File: src/rtl/dag_result_collector_pkg.sv
// -----------------------------------------------------------------------------
// dag_result_collector_pkg
//
// Shared definitions for the DAG micro-benchmark datapath. The DAG core, the
// result collector and the benches take their default widths and latency from
// here, so they all agree on the operand-to-result latency.
//
// Contents:
//   DAG_BITS     - width of the DAG core out0 bus
//   DAG_RES_W    - captured result width, {out1, out0}
//   DAG_LATENCY  - clock edges from operand launch to result visibility
//   DAG_DEPTH    - default result FIFO depth
//   DAG_CNT_W    - default width of the saturating drop counter
//   fifo_op_e    - encoding of the per-cycle FIFO operation
//   fifo_op()    - packs qualified push/pop strobes into a fifo_op_e
// -----------------------------------------------------------------------------
package dag_result_collector_pkg;

  localparam int DAG_BITS    = 2;
  localparam int DAG_RES_W   = DAG_BITS + 1;
  localparam int DAG_LATENCY = 3;
  localparam int DAG_DEPTH   = 4;
  localparam int DAG_CNT_W   = 8;

  // Bit 1 = pop, bit 0 = push, so the enum value is simply {pop, push}.
  typedef enum logic [1:0] {
    FIFO_IDLE = 2'b00,
    FIFO_PUSH = 2'b01,
    FIFO_POP  = 2'b10,
    FIFO_BOTH = 2'b11
  } fifo_op_e;

  function automatic fifo_op_e fifo_op(input logic do_push, input logic do_pop);
    fifo_op_e op;
    case ({do_pop, do_push})
      2'b01:   op = FIFO_PUSH;
      2'b10:   op = FIFO_POP;
      2'b11:   op = FIFO_BOTH;
      default: op = FIFO_IDLE;
    endcase
    return op;
  endfunction

endpackage

File: src/rtl/dag_result_fifo.sv
// -----------------------------------------------------------------------------
// dag_result_fifo
//
// Synchronous single-clock FIFO. Storage, pointers and occupancy are all
// flops; dout/empty/full/count are decoded only from that registered state.
// A push into a full FIFO is accepted only when a pop happens in the same
// cycle; a pop from an empty FIFO is ignored.
//
// Ports:
//   clock   in   rising-edge clock
//   resetn  in   synchronous active-low reset (clears storage too)
//   push    in   request to write din at the tail
//   pop     in   request to advance the head
//   din     in   WIDTH  write data
//   dout    out  WIDTH  head entry
//   empty   out  no entries held
//   full    out  DEPTH entries held
//   count   out  log2(DEPTH)+1  current occupancy
// -----------------------------------------------------------------------------
module dag_result_fifo
  import dag_result_collector_pkg::*;
#(
  parameter  int WIDTH = DAG_RES_W,
  parameter  int DEPTH = DAG_DEPTH,
  localparam int AW    = $clog2(DEPTH)
) (
  input  logic             clock,
  input  logic             resetn,
  input  logic             push,
  input  logic             pop,
  input  logic [WIDTH-1:0] din,
  output logic [WIDTH-1:0] dout,
  output logic             empty,
  output logic             full,
  output logic [AW:0]      count
);

  localparam logic [AW-1:0] PTR_ONE  = AW'(1'b1);
  localparam logic [AW:0]   CNT_ONE  = (AW + 1)'(1'b1);
  localparam logic [AW:0]   CNT_FULL = (AW + 1)'(DEPTH);

  logic [WIDTH-1:0] mem_q [DEPTH];
  logic [WIDTH-1:0] mem_d [DEPTH];
  logic [AW-1:0]    wr_ptr_q, wr_ptr_d;
  logic [AW-1:0]    rd_ptr_q, rd_ptr_d;
  logic [AW:0]      count_q,  count_d;
  logic             do_push;
  logic             do_pop;

  // Status decoded from the registered occupancy.
  assign empty = (count_q == '0);
  assign full  = (count_q == CNT_FULL);
  assign count = count_q;
  assign dout  = mem_q[rd_ptr_q];

  // Qualify requests: a full FIFO still accepts a push when the head leaves.
  assign do_pop  = pop & ~empty;
  assign do_push = push & (~full | do_pop);

  // Next-state for storage, pointers and occupancy.
  always_comb begin
    mem_d    = mem_q;
    wr_ptr_d = wr_ptr_q;
    rd_ptr_d = rd_ptr_q;
    count_d  = count_q;
    case (fifo_op(do_push, do_pop))
      FIFO_PUSH: begin
        mem_d[wr_ptr_q] = din;
        wr_ptr_d        = wr_ptr_q + PTR_ONE;
        count_d         = count_q + CNT_ONE;
      end
      FIFO_POP: begin
        rd_ptr_d = rd_ptr_q + PTR_ONE;
        count_d  = count_q - CNT_ONE;
      end
      FIFO_BOTH: begin
        mem_d[wr_ptr_q] = din;
        wr_ptr_d        = wr_ptr_q + PTR_ONE;
        rd_ptr_d        = rd_ptr_q + PTR_ONE;
      end
      FIFO_IDLE: begin
        count_d = count_q;
      end
      default: begin
        count_d = count_q;
      end
    endcase
  end

  // State registers; reset also clears storage so no stale data survives.
  always_ff @(posedge clock) begin
    if (!resetn) begin
      mem_q    <= '{default: '0};
      wr_ptr_q <= '0;
      rd_ptr_q <= '0;
      count_q  <= '0;
    end else begin
      mem_q    <= mem_d;
      wr_ptr_q <= wr_ptr_d;
      rd_ptr_q <= rd_ptr_d;
      count_q  <= count_d;
    end
  end

endmodule

File: src/rtl/dag_result_collector.sv
// -----------------------------------------------------------------------------
// dag_result_collector
//
// Downstream stage of the DAG micro-benchmark datapath. A LATENCY-deep shift
// register of launch_valid marks which cycles carry a real result on the DAG
// core outputs; those results are captured into a FIFO and handed to a
// consumer over valid/ready. When the FIFO is full and not draining, a
// captured result is dropped, the sticky overflow flag is set and a
// saturating drop counter advances.
//
// Parameters:
//   BITS     width of dag_out0
//   LATENCY  launch-to-result latency of the DAG core, 1..8
//   DEPTH    FIFO entries, power of 2, >= 2
//   CNT_W    drop counter width
//
// Ports:
//   clock         in   rising-edge clock shared with the DAG core
//   resetn        in   synchronous active-low reset
//   launch_valid  in   operands launched into the DAG core this cycle are real
//   dag_out0      in   BITS  DAG core out0
//   dag_out1      in   DAG core out1
//   res_valid     out  FIFO head holds a result
//   res_ready     in   consumer accepts the head this cycle
//   res_data      out  BITS+1  head result {out1, out0}
//   res_count     out  log2(DEPTH)+1  current occupancy
//   overflow      out  sticky, a result has been dropped
//   drop_count    out  CNT_W  saturating count of dropped results
//   clear_flags   in   zero overflow and drop_count
// -----------------------------------------------------------------------------
module dag_result_collector
  import dag_result_collector_pkg::*;
#(
  parameter  int BITS    = DAG_BITS,
  parameter  int LATENCY = DAG_LATENCY,
  parameter  int DEPTH   = DAG_DEPTH,
  parameter  int CNT_W   = DAG_CNT_W,
  localparam int RES_W   = BITS + 1,
  localparam int AW      = $clog2(DEPTH)
) (
  input  logic             clock,
  input  logic             resetn,
  input  logic             launch_valid,
  input  logic [BITS-1:0]  dag_out0,
  input  logic             dag_out1,
  output logic             res_valid,
  input  logic             res_ready,
  output logic [RES_W-1:0] res_data,
  output logic [AW:0]      res_count,
  output logic             overflow,
  output logic [CNT_W-1:0] drop_count,
  input  logic             clear_flags
);

  localparam logic [CNT_W-1:0] CNT_ONE = CNT_W'(1'b1);
  localparam logic [CNT_W-1:0] CNT_MAX = {CNT_W{1'b1}};

  logic [LATENCY-1:0] tag_q, tag_d;
  logic               overflow_q, overflow_d;
  logic [CNT_W-1:0]   drop_count_q, drop_count_d;

  logic               cap;
  logic               pop_ok;
  logic               drop;
  logic               fifo_empty;
  logic               fifo_full;

  // The oldest tag lines up with the cycle in which the DAG outputs hold
  // the result of that launch.
  assign cap = tag_q[LATENCY-1];

  // res_valid comes from the registered occupancy, so res_ready never
  // reaches res_valid/res_data combinationally.
  assign res_valid = ~fifo_empty;
  assign pop_ok    = res_valid & res_ready;
  assign drop      = cap & fifo_full & ~pop_ok;

  assign overflow   = overflow_q;
  assign drop_count = drop_count_q;

  dag_result_fifo #(
    .WIDTH (RES_W),
    .DEPTH (DEPTH)
  ) u_fifo (
    .clock  (clock),
    .resetn (resetn),
    .push   (cap),
    .pop    (res_ready),
    .din    ({dag_out1, dag_out0}),
    .dout   (res_data),
    .empty  (fifo_empty),
    .full   (fifo_full),
    .count  (res_count)
  );

  // Tag pipeline: shift launch_valid along by one stage per clock.
  always_comb begin
    tag_d    = tag_q;
    tag_d[0] = launch_valid;
    for (int i = 1; i < LATENCY; i++) begin
      tag_d[i] = tag_q[i-1];
    end
  end

  // Overflow/drop bookkeeping; a drop in the same cycle as a clear wins
  // and restarts the count at one.
  always_comb begin
    overflow_d   = overflow_q;
    drop_count_d = drop_count_q;
    if (drop) begin
      overflow_d = 1'b1;
      if (clear_flags) begin
        drop_count_d = CNT_ONE;
      end else if (drop_count_q != CNT_MAX) begin
        drop_count_d = drop_count_q + CNT_ONE;
      end else begin
        drop_count_d = drop_count_q;
      end
    end else if (clear_flags) begin
      overflow_d   = 1'b0;
      drop_count_d = '0;
    end else begin
      overflow_d   = overflow_q;
      drop_count_d = drop_count_q;
    end
  end

  // State registers for the tag pipeline and flags.
  always_ff @(posedge clock) begin
    if (!resetn) begin
      tag_q        <= '0;
      overflow_q   <= 1'b0;
      drop_count_q <= '0;
    end else begin
      tag_q        <= tag_d;
      overflow_q   <= overflow_d;
      drop_count_q <= drop_count_d;
    end
  end

endmodule

File: config.mk
export PLATFORM = sky130hd
export DESIGN_NAME = dag_result_collector
export DESIGN_NICKNAME = d
export VERILOG_FILES = /design/src/rtl/dag_result_collector_pkg.sv /design/src/rtl/dag_result_fifo.sv /design/src/rtl/dag_result_collector.sv
export SDC_FILE = /design/constraint.sdc
export NUM_CORES = 1
export LEC_CHECK = 0
export CAP_MARGIN = 40
export CORE_MARGIN = 5
export CORE_UTILIZATION = 57
export DETAILED_ROUTE_END_ITERATION = 6
export GPL_ROUTABILITY_DRIVEN = 1
export GPL_TIMING_DRIVEN = 0
export PLACE_DENSITY = 0.84
export SLEW_MARGIN = 20
export SYNTH_ARGS = -nofsm -noshare
export SYNTH_HDL_FRONTEND = slang
export SYNTH_HIERARCHICAL = 1
export SYNTH_SLANG_ARGS = --single-unit
File: constraint.sdc
create_clock -name clock -period 4.2 [get_ports clock]
set_input_delay 0.84 -clock clock [delete_from_list [all_inputs] [get_ports clock]]
set_output_delay 0.84 -clock clock [all_outputs]
set_load 0.02 [all_outputs]
==> load_flow_metrics.sql <==
INSERT INTO impl_metrics (metric_group, metric, value, unit) VALUES
('run_status', 'run_status', 'finished, final reports clean', ''),
('finish', 'nets', '219', ''),
('worst_hold_path', 'min_path_type', 'register to register', ''),
('finish', 'post_route_cells_drive_above_1_share', '9.71', '%'),
('clock_tree', 'cts-hold-fix-buffers', '0', ''),
('power', 'p_per_area', '297', 'mW/mm^2'),
('detailed_routing', 'route.vias.total', '1388', ''),
('critical_path', 'critical_path.cell_chain', 'clkbuf_1 > mux4_2 > clkdlybuf4s50_1', ''),
('sta', 'fmaxAchievable', '0.342', 'GHz'),
('detailed_routing', 'wirelength', '3.50', 'mm'),
('clock_tree', 'cts_repair_resize_count', '0', ''),
('critical_path', 'slowest_stage', 'mux4_2', ''),
('sta', 'period_minus_slack', '2920', 'ps'),
('yosys', 'synth-seq-area-share', '39.1', '%'),
('global_routing', 'antenna_found_initial', '0', ''),
('critical_path', 'crit_path_end_kind', 'output port', ''),
('finish', 'seq_area', '621', 'um^2'),
('floorplanning', 'starting_density', '58.5', '%'),
('sta', 'timing.slew.headroom', '54.8', '%'),
('global_routing', 'globalRoute.totalOverflow', '0', ''),
('floorplanning', 'die_h', '62.8', 'um'),
('finish', 'finish.utilization', '71.7', '%'),
('detailed_routing', 'drc_errors', '0', ''),
('clock_tree', 'cts.path.max_buffers', '2', ''),
('placed_design', 'numPortBuffers', '23', ''),
('yosys', 'ys_types', '44', ''),
('power', 'leakagePower', '0.000715', 'uW'),
('critical_path', 'crit_path_largest_cell_delay', '550', 'ps'),
('yosys', 'ys_async_sr_fraction', '0', '%'),
('detailed_routing', 'ant_nets', '0', ''),
('yosys', 'postSynthNetCount', '189', ''),
('sta', 'slew_viol_final', '0', ''),
('floorplanning', 'core_region_area', '0.00271', 'mm^2'),
('sta', 'grt_setup_unrepaired', 'false', ''),
('yosys', 'netlist_area', '0.00159', 'mm^2'),
('sta', 'worst-slew-pin-transition', '676', 'ps'),
('yosys', 'ys_ff_latch', '31', ''),
('clock_tree', 'cts_inserted_buffers', '5', ''),
('global_routing', 'track_usage', '19.1', '%'),
('yosys', 'yosys_warnings', '6', ''),
('global_routing', 'grt_pass1_vias', '1355', ''),
('floorplanning', 'die_outline_width', '62.8', 'um'),
('clock_tree', 'cts_post_setup_buffers_inserted', '0', ''),
('sta', 'final.period_utilization', '69.5', '%'),
('floorplanning', 'io_pins', '24', ''),
('placed_design', 'hpwl', '2.60', 'mm'),
('sta', 'setup-tns-final', '0', 'ps'),
('critical_path', 'startpoint_type', 'register', ''),
('global_routing', 'grt_first_pass_wirelength', '6.02', 'mm'),
('detailed_routing', 'drt_pre_antenna_iters', '4', ''),
('power', 'post-layout-total-power', '577', 'uW'),
('critical_path', 'timing.setup.critical_path_class', 'register to output port', ''),
('yosys', 'post_synth_inst_count', '175', ''),
('finish', 'nFillCells', '219', ''),
('sta', 'final_hold_viols', '0', ''),
('sta', 'clock-skew-final', '8.50', 'ps'),
('detailed_routing', 'avgViaCountPerCell', '5.86', ''),
('finish', 'area_delta_synth_final', '22.4', '%'),
('clock_tree', 'cts_root_buf', 'clkbuf_4', ''),
('yosys', 'synth_enable_flop_cells', '0', ''),
('finish', 'multiInputGateArea', '890', 'um^2'),
('global_routing', 'grt_start_max_net_pins', '11', ''),
('flow_run', 'max_cap_violations', '0', ''),
('clock_tree', 'worst_skew_pair.late_latency', '340', 'ps'),
('clock_tree', 'tritoncts_num_sinks', '31', ''),
('placed_design', 'routabilityCongestion', '0.791', ''),
('floorplanning', 'site_rows', '19', ''),
('critical_path', 'timing.critical_path.required', '3360', 'ps'),
('clock_tree', 'tritoncts', 'yes', ''),
('detailed_routing', 'detailedRoute.firstIterationViolations', '59', ''),
('detailed_routing', 'wire_per_inst', '14.8', 'um'),
('yosys', 'synth_ff_type', 'dfxtp_1', ''),
('sta', 'setup_viol_count_final', '0', ''),
('clock_tree', 'clk_pin_slew_worst_paths', '100', 'ps'),
('critical_path', 'worst-endpoint-arrival', '2080', 'ps'),
('finish', 'insertedDiodeCount', '0', ''),
('yosys', 'postSynthAreaPerCell', '9.07', 'um^2'),
('clock_tree', 'cts_htree_levels', '2', ''),
('critical_path', 'largest_fanout_on_the_critical_path', '5', ''),
('power', 'worst_ir_drop_vdd', '334', 'uV'),
('floorplanning', 'die_area', '0.00394', 'mm^2');
power by group:
group	leakage, uW	internal (uW)	total, uW	switching [uW]
logic	0.000416	16.0	36.8	20.7
registers	0.000250	296	298	1.66
clock network	0.0000482	141	242	101
total	0.000715	453	577	124
per-stage QoR:
stage               instance area [um^2]  setup slack, ps  instances  hold slack [ps]
finish                              1940             1280        237              442
global route                        1940             1190        237              476
CTS                                 1940             1270        237              450
detailed placement                  1860             1040        229              418
global placement                    1860             1120        229              410
floorplan                           1590             1850        175              406
critical path, delay by kind of cell, from the launching register on:
| kind | cells | cell delay (ps) |
|---|---|---|
| buffers and inverters | 2 | 870 |
| DFF | 1 | 330 |
| muxes | 1 | 550 |
worst paths after layout:
check,from,end,slack [ps],cells after the start
max,u_fifo/rd_ptr_q[0]$_SDFFE_PN0P_,res_data[2],1280,3
min,tag_q[1]$_SDFF_PN0_,tag_q[2]$_SDFF_PN0_,440,1
max reg2reg,u_fifo/count[1]$_SDFFE_PN0P_,u_fifo/count[1]$_SDFFE_PN0P_,2000,7
min reg2reg,tag_q[1]$_SDFF_PN0_,tag_q[2]$_SDFF_PN0_,440,1
cells by family (layout without fill, tap and decap cells):
| logic type | Yosys count | count (layout) | synth area share, % |
|---|---|---|---|
| AO/OA/AOI/OAI | 33 | 33 | 14.7 |
| XOR/XNOR | 4 | 4 | 2.21 |
| adder cells (fa/ha/maj) | 6 | 6 | 5.21 |
| buffers and inverters | 17 | 48 | 4.81 |
| flip-flops | 31 | 31 | 39.1 |
| multiplexers | 15 | 15 | 11.8 |
| AND/OR/NAND/NOR | 69 | 69 | 22.1 |
synthesized netlist by cell type, types with 2 or more instances:
master / instances / area (um^2)
nor3_1: 2 / 10.0
a21oi_1: 6 / 30.0
a41o_1: 3 / 30.0
nand3_1: 5 / 25.0
mux2i_1: 12 / 120
inv_1: 8 / 30.0
and2_1: 4 / 25.0
ha_1: 5 / 62.6
o211ai_1: 2 / 15.0
dfxtp_1: 31 / 621
o31ai_1: 2 / 15.0
nand2_1: 30 / 113
clkbuf_1: 3 / 11.3
nand3b_1: 2 / 15.0
nand2b_1: 3 / 18.8
o21ai_0: 5 / 25.0
a31oi_1: 5 / 31.3
mux4_2: 3 / 67.6
xor2_1: 4 / 35.0
buf_2: 4 / 20.0
nor2_1: 12 / 45.0
or3_1: 2 / 12.5
layout make-up:
| cell class | instances | share of cell area, % |
|---|---|---|
| clock inverters | 2 | 1.80 |
| multi-input cells | 127 | 45.8 |
| inverters | 8 | 1.55 |
| well taps | 31 | 2.00 |
| flip-flops and latches | 31 | 32.0 |
| plain buffers | 9 | 2.38 |
| clock buffers | 6 | 2.64 |
| repair buffers | 23 | 11.9 |
flip-flops by register name, indices dropped and copies added (netlist names):
name,count
u_fifo/count,3
u_fifo/mem_q,12
u_fifo/wr_ptr_q,2
drop_count,8
overflow,1
u_fifo/rd_ptr_q,2
tag_q,3
metal layers:
layer | track usage (%) | wire [um] | up-vias
met5 | 0 | 0 | -
met4 | 7.16 | 31 | 0
met3 | 7.55 | 224 | 4
met2 | 32.1 | 1810 | 45
met1 | 21.7 | 1430 | 656
li1 | - | - | 683
layout by cell type, fill, tap and decap left out, types with 4 or more instances in the layout:
cell             count
ha_1                 5
a21oi_1              6
mux2i_1             12
buf_2                4
nor2_1              12
inv_1                8
a31oi_1              5
clkdlybuf4s50_1     23
nand2_1             30
and2_1               4
clkbuf_4             5
nand3_1              5
xor2_1               4
o21ai_0              5
dfxtp_1             31
(Power assumes the default switching activity.)
